File: src/rtl/tile_switch_router_if.sv
// Host-side and tile-side bus bundle for tile_switch_router.
// The master side is the environment (host plus tiles); the slave side is the router.
interface tile_switch_router_if #(
    parameter int NUM_TILES = 4
);
    logic [7:0]             in_data;
    logic                   in_valid;
    logic                   in_ready;
    logic [8*NUM_TILES-1:0] tile_switch_in;
    logic [8*NUM_TILES-1:0] tile_switch_out;
    logic [7:0]             out_data;
    logic                   out_valid;
    logic                   out_ready;
    logic                   busy;
    logic                   err;

    modport master (
        output in_data,
        output in_valid,
        input  in_ready,
        input  tile_switch_in,
        output tile_switch_out,
        input  out_data,
        input  out_valid,
        output out_ready,
        input  busy,
        input  err
    );

    modport slave (
        input  in_data,
        input  in_valid,
        output in_ready,
        output tile_switch_in,
        input  tile_switch_out,
        output out_data,
        output out_valid,
        input  out_ready,
        output busy,
        output err
    );
endinterface

File: src/rtl/tile_switch_router.sv
// tile_switch_router: decodes a host byte stream into per-tile write frames
// (address + payload) and read frames (address only). Each tile sees a
// level-held byte from its own holding register; reads sample the tile's
// output after a fixed settle delay and return it on a valid/ready port.

// Protocol properties of the router's external behaviour.
module tile_switch_router_chk (
    input logic       clk,
    input logic       rst,
    input logic       in_ready,
    input logic       busy,
    input logic       err,
    input logic       out_valid,
    input logic       out_ready,
    input logic [7:0] out_data
);
    // A presented result stays put until the host accepts it.
    a_resp_hold: assert property (@(posedge clk) disable iff (rst)
        (out_valid && !out_ready) |=> (out_valid && $stable(out_data)))
        else $error("result dropped or changed before acceptance");

    // No new host byte is taken while a result is outstanding.
    a_no_accept_during_resp: assert property (@(posedge clk) disable iff (rst)
        out_valid |-> !in_ready)
        else $error("in_ready high while result pending");

    // When idle the router is always willing to take an address byte.
    a_idle_ready: assert property (@(posedge clk) disable iff (rst)
        !busy |-> in_ready)
        else $error("idle but not ready");

    // The error flag is sticky until reset.
    a_err_sticky: assert property (@(posedge clk) disable iff (rst)
        err |=> err)
        else $error("err cleared without reset");
endmodule

module tile_switch_router #(
    parameter int NUM_TILES     = 4,
    parameter int SETTLE_CYCLES = 2
) (
    input logic                 clk,
    input logic                 rst,
    tile_switch_router_if.slave bus
);
    localparam int         CNT_W       = (SETTLE_CYCLES < 2) ? 1 : $clog2(SETTLE_CYCLES + 1);
    localparam logic [4:0] NUM_TILES_L = 5'(NUM_TILES);

    typedef enum logic [1:0] {
        S_IDLE    = 2'd0,
        S_PAYLOAD = 2'd1,
        S_WAIT    = 2'd2,
        S_RESP    = 2'd3
    } state_t;

    // A tile index is only meaningful below NUM_TILES.
    function automatic logic idx_out_of_range(input logic [3:0] idx);
        return ({1'b0, idx} >= NUM_TILES_L);
    endfunction

    state_t           state_r;
    logic             bcast_r;
    logic [3:0]       idx_r;
    logic [CNT_W-1:0] cnt_r;
    logic [7:0]       hold_r [NUM_TILES];
    logic [7:0]       tile_out_s [NUM_TILES];
    logic [7:0]       out_data_r;
    logic             out_valid_r;
    logic             in_ready_r;
    logic             busy_r;
    logic             err_r;

    logic             in_fire_s;
    logic             idx_bad_s;
    logic             wr_fire_s;
    logic             rd_sample_s;
    logic [7:0]       rd_sel_s;

    // Flatten/unflatten the per-tile byte lanes.
    for (genvar g = 0; g < NUM_TILES; g++) begin : g_lane
        assign bus.tile_switch_in[g*8 +: 8] = hold_r[g];
        assign tile_out_s[g]                = bus.tile_switch_out[g*8 +: 8];
    end

    // Decode handshake and frame-completion events from the current state.
    always_comb begin
        in_fire_s = bus.in_valid && in_ready_r;
        idx_bad_s = idx_out_of_range(idx_r);
        if (state_r == S_PAYLOAD) begin
            wr_fire_s = in_fire_s;
        end else begin
            wr_fire_s = 1'b0;
        end
        if (state_r == S_WAIT) begin
            rd_sample_s = (cnt_r == CNT_W'(1));
        end else begin
            rd_sample_s = 1'b0;
        end
    end

    // Select the addressed tile's output byte (zero when no lane matches).
    always_comb begin
        rd_sel_s = 8'h00;
        for (int i = 0; i < NUM_TILES; i++) begin
            rd_sel_s = rd_sel_s | ({8{4'(i) == idx_r}} & tile_out_s[i]);
        end
    end

    // Per-tile holding registers: cleared by reset, written only by a completed write frame.
    always_ff @(posedge clk) begin
        if (rst) begin
            for (int i = 0; i < NUM_TILES; i++) begin
                hold_r[i] <= 8'h00;
            end
        end else if (wr_fire_s) begin
            for (int i = 0; i < NUM_TILES; i++) begin
                if (bcast_r || (4'(i) == idx_r)) begin
                    hold_r[i] <= bus.in_data;
                end else begin
                    hold_r[i] <= hold_r[i];
                end
            end
        end
    end

    // Frame FSM with registered handshake, status and read-result outputs.
    always_ff @(posedge clk) begin
        if (rst) begin
            state_r     <= S_IDLE;
            bcast_r     <= 1'b0;
            idx_r       <= 4'h0;
            cnt_r       <= '0;
            out_data_r  <= 8'h00;
            out_valid_r <= 1'b0;
            in_ready_r  <= 1'b1;
            busy_r      <= 1'b0;
            err_r       <= 1'b0;
        end else begin
            case (state_r)
                S_IDLE: begin
                    if (in_fire_s) begin
                        idx_r   <= bus.in_data[3:0];
                        bcast_r <= bus.in_data[7];
                        busy_r  <= 1'b1;
                        if (bus.in_data[6]) begin
                            // Read: broadcast bit has no meaning here.
                            state_r    <= S_WAIT;
                            cnt_r      <= CNT_W'(SETTLE_CYCLES);
                            in_ready_r <= 1'b0;
                        end else begin
                            state_r    <= S_PAYLOAD;
                            in_ready_r <= 1'b1;
                        end
                    end
                end
                S_PAYLOAD: begin
                    if (wr_fire_s) begin
                        state_r    <= S_IDLE;
                        busy_r     <= 1'b0;
                        in_ready_r <= 1'b1;
                        if (!bcast_r && idx_bad_s) begin
                            err_r <= 1'b1;
                        end
                    end
                end
                S_WAIT: begin
                    if (rd_sample_s) begin
                        state_r     <= S_RESP;
                        out_valid_r <= 1'b1;
                        if (idx_bad_s) begin
                            out_data_r <= 8'hFF;
                            err_r      <= 1'b1;
                        end else begin
                            out_data_r <= rd_sel_s;
                        end
                    end else begin
                        cnt_r <= cnt_r - CNT_W'(1);
                    end
                end
                S_RESP: begin
                    if (out_valid_r && bus.out_ready) begin
                        state_r     <= S_IDLE;
                        out_valid_r <= 1'b0;
                        busy_r      <= 1'b0;
                        in_ready_r  <= 1'b1;
                    end
                end
                default: begin
                    state_r     <= S_IDLE;
                    out_valid_r <= 1'b0;
                    busy_r      <= 1'b0;
                    in_ready_r  <= 1'b1;
                end
            endcase
        end
    end

    assign bus.in_ready  = in_ready_r;
    assign bus.out_data  = out_data_r;
    assign bus.out_valid = out_valid_r;
    assign bus.busy      = busy_r;
    assign bus.err       = err_r;

    tile_switch_router_chk u_chk (
        .clk       (clk),
        .rst       (rst),
        .in_ready  (in_ready_r),
        .busy      (busy_r),
        .err       (err_r),
        .out_valid (out_valid_r),
        .out_ready (bus.out_ready),
        .out_data  (out_data_r)
    );
endmodule

File: src/flat_wrapper.sv
// flat-port wrapper written by rule: the top's interface ports become plain ports
module tile_switch_router_flat 
#(
    parameter int NUM_TILES     = 4,
    parameter int SETTLE_CYCLES = 2
)
  (clk, rst, bus_in_data, bus_in_valid, bus_in_ready, bus_tile_switch_in, bus_tile_switch_out, bus_out_data, bus_out_valid, bus_out_ready, bus_busy, bus_err);
  tile_switch_router_if #(.NUM_TILES(NUM_TILES)) bus_i ();
  input logic clk;
  input logic rst;
  input wire logic [$bits(bus_i.in_data)-1:0] bus_in_data;
  input wire logic [$bits(bus_i.in_valid)-1:0] bus_in_valid;
  output wire logic [$bits(bus_i.in_ready)-1:0] bus_in_ready;
  output wire logic [$bits(bus_i.tile_switch_in)-1:0] bus_tile_switch_in;
  input wire logic [$bits(bus_i.tile_switch_out)-1:0] bus_tile_switch_out;
  output wire logic [$bits(bus_i.out_data)-1:0] bus_out_data;
  output wire logic [$bits(bus_i.out_valid)-1:0] bus_out_valid;
  input wire logic [$bits(bus_i.out_ready)-1:0] bus_out_ready;
  output wire logic [$bits(bus_i.busy)-1:0] bus_busy;
  output wire logic [$bits(bus_i.err)-1:0] bus_err;
  assign bus_i.in_data = bus_in_data;
  assign bus_i.in_valid = bus_in_valid;
  assign bus_in_ready = bus_i.in_ready;
  assign bus_tile_switch_in = bus_i.tile_switch_in;
  assign bus_i.tile_switch_out = bus_tile_switch_out;
  assign bus_out_data = bus_i.out_data;
  assign bus_out_valid = bus_i.out_valid;
  assign bus_i.out_ready = bus_out_ready;
  assign bus_busy = bus_i.busy;
  assign bus_err = bus_i.err;
  tile_switch_router #(.NUM_TILES(NUM_TILES), .SETTLE_CYCLES(SETTLE_CYCLES)) u_core (.clk(clk), .rst(rst), .bus(bus_i));
endmodule
File: config.mk
export PLATFORM = sky130hd
export DESIGN_NAME = tile_switch_router_flat
export DESIGN_NICKNAME = d
export VERILOG_FILES = /design/src/rtl/tile_switch_router_if.sv /design/src/rtl/tile_switch_router.sv /design/src/flat_wrapper.sv
export SDC_FILE = /design/constraint.sdc
export NUM_CORES = 1
export LEC_CHECK = 0
export ABC_AREA = 1
export CORE_AREA = 2 2 76 78
export CTS_BUF_LIST = sky130_fd_sc_hd__clkbuf_16
export DETAILED_ROUTE_END_ITERATION = 16
export DIE_AREA = 0 0 78 80
export HOLD_SLACK_MARGIN = 0.15
export PLACE_DENSITY = 0.78
export RECOVER_POWER = 25
export SLEW_MARGIN = 20
export SYNTH_ARGS = -nofsm -noshare
export SYNTH_HDL_FRONTEND = slang
export SYNTH_HIERARCHICAL = 1
export SYNTH_SLANG_ARGS = --single-unit
File: constraint.sdc
create_clock -name clk -period 2.2 [get_ports clk]
set_clock_uncertainty 0.05 [all_clocks]
set_input_delay 0.33 -clock clk [delete_from_list [all_inputs] [get_ports clk]]
set_output_delay 0.33 -clock clk [all_outputs]
set_load 0.005 [all_outputs]
==> results_dict.tcl, run 1 <==
set metrics [dict create \
    cp_cell_sequence "dlygate4sd3_1, nand2_1, inv_1, nand3_1, nor2_1" \
    drt_iter0_drc 85 \
    diodes 0 \
    syn-num-nets 292 \
    max-cap-violations 0 \
    clk_path_buf_depth 2 \
    finalWorstSetupSlack_ns 0.519 \
    fin_cells 416 \
    grt_overflow_total 0 \
    multiInputGateArea_um2 791 \
    slew_headroom_pct 70.5 \
    numCtsBuffers 5 \
    min_from "u_core/bus.err" \
    max_stage_delay_ns 0.53 \
    finalHoldViolCount 0 \
    period_minus_slack_ns 1.68 \
    status "completed" \
    die_y_um 80 \
    antenna_found_initial 0 \
    crit_fanout 10 \
    critPathLaunchType "primary input" \
    whs_path_depth 2 \
    holdBufCountCts 0 \
    dp_cells 408 \
    tns_ns 0 \
    crit_slowest_cell "dlygate4sd3_1" \
    core_mm2 0.00541 \
    p_leak_nw 1.35 \
    r2r-start "u_core/idx_r[3]" \
    synth_cells 247 \
    via_count 2045 \
    slew_viol_final 0 \
    irDropWorstVdd_mv 0.421 \
    cts_sinks 53 \
    nets 388 \
    synth.avg_cell_area_um2 9.37 \
    fmax_ghz 0.595 \
    cts_tree "built" \
    reg2reg_to "u_core/hold_r[3][5]" \
    fp.dieArea_mm2 0.00624 \
    grt_pass1_wl_mm 9.01 \
    dp_hpwl_mm 4.35 \
    critPathKind "in -> reg" \
    grt_util_all_layers_pct 18.8 \
    tightestPinTransition_ns 0.441 \
    start_util_pct 42.8 \
    crit_required_ns 2.24 \
    crit_path_end_kind "flip-flop" \
    clkTransAtPathRegs_ns 0.07 \
    reg2reg_slack_ns 0.54 \
    grt_pass1_vias 1911 \
    yosysSeqAreaShare_pct 59.7 \
    power_density_mw_per_mm2 750 \
    via_per_inst 4.92 \
    htree_levels 2 \
    grt_max_degree 29 \
    drtPass1Iterations 4 \
    rsz0062_at_grt "no" \
    regArea_mm2 0.00138 \
    hold_class "reg -> reg" \
    layout-drive-gt1-share_pct 9.01 \
    final-setup-viol-count 0 \
    io-pin-count 88 \
    syn2layout_area_growth_pct 48.5 \
    clk_latency_ns 0.29 \
    cts_setup_buffers 0 \
    drcViolationCount 0 \
    syn_area_mm2 0.00231 \
    ant_nets 0 \
    yosys_warnings 6 \
    ctsResizeCount 0 \
    reg2reg_depth 6 \
    period_share_pct 76.4 \
    yosysUniqueCellTypes 24 \
    min_to "u_core/bus.err" \
    yosys_register_bits 53 \
    die_x_um 78 \
    critPathArrivalTime_ns 1.72 \
    wl_per_cell_um 13.4 \
    num_rows 27 \
    gp_congestion 0.748 \
    wirelength_mm 5.59 \
    port_buffers 87 \
    fill_cells 458 \
    root_buffer "clkbuf_16" \
    dp_slack_ns 0.316 \
]
==> routing by layer <==
layer / global-route usage, % / wire [µm] / up-vias
li1: - / - / 1029
met1: 21.9 / 2410 / 931
met4: 7.37 / 78 / 0
met2: 33.5 / 2740 / 81
met5: 0 / 0 / -
met3: 4.30 / 369 / 4
==> power by group <==
part           total, mW  internal [mW]  leakage (nW)  switching (mW)
sequential          1.20           1.14         0.502          0.0643
combinational      0.629          0.291         0.782           0.338
clock              0.745          0.417        0.0672           0.328
==> per-stage QoR <==
| step | power, mW | area, µm² | util, % | hold slack [ns] |
|---|---|---|---|---|
| 3_5_place_dp | 1.86 | 3310 | 61.3 | 0.396 |
| 2_1_floorplan | 1.58 | 2310 | - | 0.390 |
| 5_1_grt | 2.71 | 3440 | 63.6 | 0.425 |
| 3_3_place_gp | 1.84 | 3310 | 61.3 | 0.397 |
| 4_1_cts | 2.60 | 3460 | 63.9 | 0.413 |
| 6_report | 2.58 | 3440 | 63.6 | 0.415 |
==> area by class of cell <==
type / count / share of cell area [%]
clock buffers: 5 / 3.64
clock inverters: 3 / 0.546
inverters: 23 / 2.51
multi-input cells: 163 / 23.0
flip-flops and latches: 53 / 40.2
well taps: 72 / 2.62
repair buffers: 97 / 27.5
==> kinds of logic after synthesis <==
group | count (synthesis) | share of synthesized area, %
compound gates | 37 | 8.00
fa+ha+maj | 1 | 0.540
flops | 53 | 59.7
buf+inv | 31 | 5.51
simple gates | 125 | 26.3
==> sequential cells by signal, summed over array words and instances (netlist names), 2 cells and up <==
signal,cells
u_core/bus.out_data,8
u_core/cnt_r,2
u_core/hold_r,32
u_core/idx_r,4
u_core/state_r,2
==> worst max path at each step <==
stage | startpoint | endpoint | slack (ns) | depth (start not counted)
after global placement | bus_in_valid | u_core/hold_r[0][1] | 0.35 | 6
after global routing | bus_in_valid | u_core/hold_r[2][6] | 0.41 | 5
after detailed placement | bus_in_valid | u_core/hold_r[0][1] | 0.32 | 6
final | bus_in_valid | u_core/hold_r[0][7] | 0.52 | 5
after floorplan | u_core/idx_r[0] | u_core/hold_r[1][0] | 0.39 | 4
after CTS | u_core/idx_r[3] | u_core/hold_r[3][5] | 0.54 | 6
==> worst max-delay path: cells and delay by family <==
kind,cells,cell delay [ns]
buffers and inverters,2,0.68
AND/OR/NAND/NOR,3,0.71
==> synth_stat cells (all sizes together) <==
master	n	area, µm²
inv	23	86.3
edfxtp	32	961
or2	1	6.26
nand3	46	248
nand2	33	134
buf	8	41.3
nor2	42	204
o21ai	19	95.1
dfxtp	21	420
ha	1	12.5
nand4	1	6.26
nor3	2	10.0
a21oi	18	90.1
==> placed cells by master, fill, tap and decap left out, types with 2 or more instances in the layout <==
cell / instances
edfxtp_1: 32
a21oi_1: 18
dlygate4sd3_1: 5
nand2_1: 31
nor2_2: 7
clkbuf_16: 5
clkdlybuf4s50_1: 82
dfxtp_1: 21
buf_4: 10
o21ai_1: 2
inv_1: 23
nand3_1: 46
nor3_1: 2
clkinvlp_4: 2
nor2_1: 32
nor2_4: 2
o21ai_0: 17
Note: power is estimated with default switching activity, not from simulation.
==> run 2: changes to the inputs <==
Settings changed: CORE_AREA 2 2 76 78 to 2 2 81 83, DIE_AREA 0 0 78 80 to 0 0 83 85, PLACE_DENSITY 0.78 to 0.73.
Clock period 2.2 ns to 1.5 ns, I/O delays scaled along.
==> results_dict.tcl, run 2 (synthesis gave the netlist of run 1 again) <==
set metrics [dict create \
    status "completed" \
    dp_cells 426 \
    r2r-start "u_core/idx_r[0]" \
    p_leak_nw 1.40 \
    cts_tree "built" \
    grt_pass1_wl_mm 9.67 \
    largest_reg_flops 32 \
    fin_cells 434 \
    dp_hpwl_mm 4.54 \
    critPathArrivalTime_ns 1.14 \
    nets 401 \
    root_buffer "clkbuf_16" \
    num_rows 29 \
    multiInputGateArea_um2 808 \
    io-pin-count 88 \
    die_y_um 85 \
    cts_setup_buffers 0 \
    period_minus_slack_ns 1.42 \
    finalHoldViolCount 0 \
    hold_class "reg -> reg" \
    numCtsBuffers 5 \
    grt_overflow_total 0 \
    clk_latency_ns 0.28 \
    cts_sinks 53 \
    reg2reg_to "u_core/hold_r[3][0]" \
    core_mm2 0.00620 \
    slew_viol_final 0 \
    ant_nets 0 \
    grt_pass1_vias 2026 \
    crit_family "buffers and inverters" \
    whs_path_depth 2 \
    max-cap-violations 0 \
    wl_per_cell_um 13.5 \
    fill_cells 536 \
    drt_iter0_drc 109 \
    via_count 2103 \
    critPathKind "reg -> out" \
    cp_cell_sequence "clkdlybuf4s50_1" \
    gp_congestion 0.804 \
    power_mw 3.85 \
    power_density_mw_per_mm2 1080 \
    period_share_pct 94.6 \
    clkTransAtPathRegs_ns 0.07 \
    final_cell_mix "clkdlybuf4s50_1, nand3_1, nor2_1, nand2_1, edfxtp_1" \
    drcViolationCount 0 \
    grt_util_all_layers_pct 17.1 \
    fp.dieArea_mm2 0.00706 \
    wirelength_mm 5.86 \
    holdBufCountCts 0 \
    reg2reg_slack_ns 0.13 \
    regMostFlops "u_core/hold_r" \
    antenna_found_initial 0 \
    crit_slowest_cell "clkdlybuf4s50_1" \
    syn2layout_area_growth_pct 53.6 \
    grt_max_degree 29 \
    die_x_um 83 \
    port_buffers 87 \
    crit_fanout 1 \
    critPathLaunchType "flip-flop" \
    regArea_mm2 0.00139 \
    max_stage_delay_ns 0.52 \
    clk_path_buf_depth 2 \
    rsz0062_at_grt "no" \
    fmax_ghz 0.704 \
    diodes 0 \
    irDropWorstVdd_mv 0.528 \
    min_to "u_core/bus.err" \
    layout-drive-gt1-share_pct 12.6 \
    via_per_inst 4.85 \
    drtPass1Iterations 4 \
    final_common_cell "clkdlybuf4s50_1" \
    start_util_pct 37.3 \
    crit_required_ns 1.22 \
    final-setup-viol-count 0 \
    cp_num_buf_inv 1 \
    tightestPinTransition_ns 0.376 \
    htree_levels 2 \
    crit_path_end_kind "primary output" \
    reg2reg_depth 5 \
    slew_headroom_pct 74.9 \
    min_from "u_core/bus.err" \
]
[run 2: cell types whose count changed in the layout (fill, tap and decap cells not counted), sizes merged]
cell	change
dlymetal6s2s	+1
clkbuf	+4
clkdlybuf4s50	+4
dlygate4sd3	-5
buf	+9
[run 2: timing repair]
action                                  CTS  global route
endpoints found under the hold margin     0             0
endpoints found under the setup margin    1            16
pin swaps                                 0             0
gates resized for setup                   1             4
[run 2: area by class of cell]
| type | instances | area share, % |
|---|---|---|
| timing repair buffer | 110 | 29.1 |
| inverter | 23 | 2.43 |
| clock inverter | 3 | 0.528 |
| clock buffer | 5 | 3.52 |
| sequential | 53 | 39.0 |
| tap | 77 | 2.71 |
| multi-input combinational | 163 | 22.7 |
[run 2: through the flow]
step | instance area [µm²] | util (%) | setup TNS, ns | hold slack (ns) | setup WS (ns)
after detailed placement | 3420 | 55.1 | -10.29 | 0.398 | -0.209
after global placement | 3420 | 55.1 | -7.66 | 0.389 | -0.178
final | 3550 | 57.3 | 0 | 0.408 | 0.0804
after global routing | 3550 | 57.3 | 0 | 0.431 | 0.00459
after CTS | 3570 | 57.5 | 0 | 0.413 | 0.00859
after floorplan | 2320 | - | -1.37 | 0.365 | -0.0859
[run 2: per-layer routing]
layer	share of wire [%]	routed length [µm]	vias up	GRT usage (%)
met5	0	0	-	0
met4	1.5	88	0	6.71
met3	5.1	299	6	3.99
met2	51	2960	64	29.9
met1	43	2510	976	20.4
li1	-	-	1057	-
[run 2: worst max path at each step]
stage | from | end | slack (ns) | cells after the start
after floorplan | u_core/state_r[0] | u_core/hold_r[0][0] | -0.09 | 4
after global placement | bus_in_valid | u_core/hold_r[0][4] | -0.18 | 6
after global routing | u_core/cnt_r[0] | u_core/bus.out_data[1] | 0.005 | 6
final | u_core/hold_r[2][3] | bus_tile_switch_in[19] | 0.08 | 1
after detailed placement | bus_in_valid | u_core/hold_r[0][4] | -0.21 | 6
after CTS | u_core/bus.in_ready | bus_in_ready | 0.009 | 2
[run 2: report_power, final]
group / total [mW] / internal (mW) / switching [mW]
Clock: 1.09 / 0.612 / 0.481
Sequential: 1.76 / 1.68 / 0.0881
Combinational: 0.997 / 0.472 / 0.525
Total: 3.85 / 2.76 / 1.09
[run 2: tightest hold or removal path, delay by kind of cell, from the launching register on]
family,cells,cell delay (ns)
AOI/OAI and AO/OA,1,0.05
DFF,1,0.31
buffers and inverters,1,0.05
==> run 3: changes to the inputs <==
Settings changed: GPL_ROUTABILITY_DRIVEN set to 1.
==> results of run 3 <==
Final layout, timing and power as in run 2 (identical DEF).
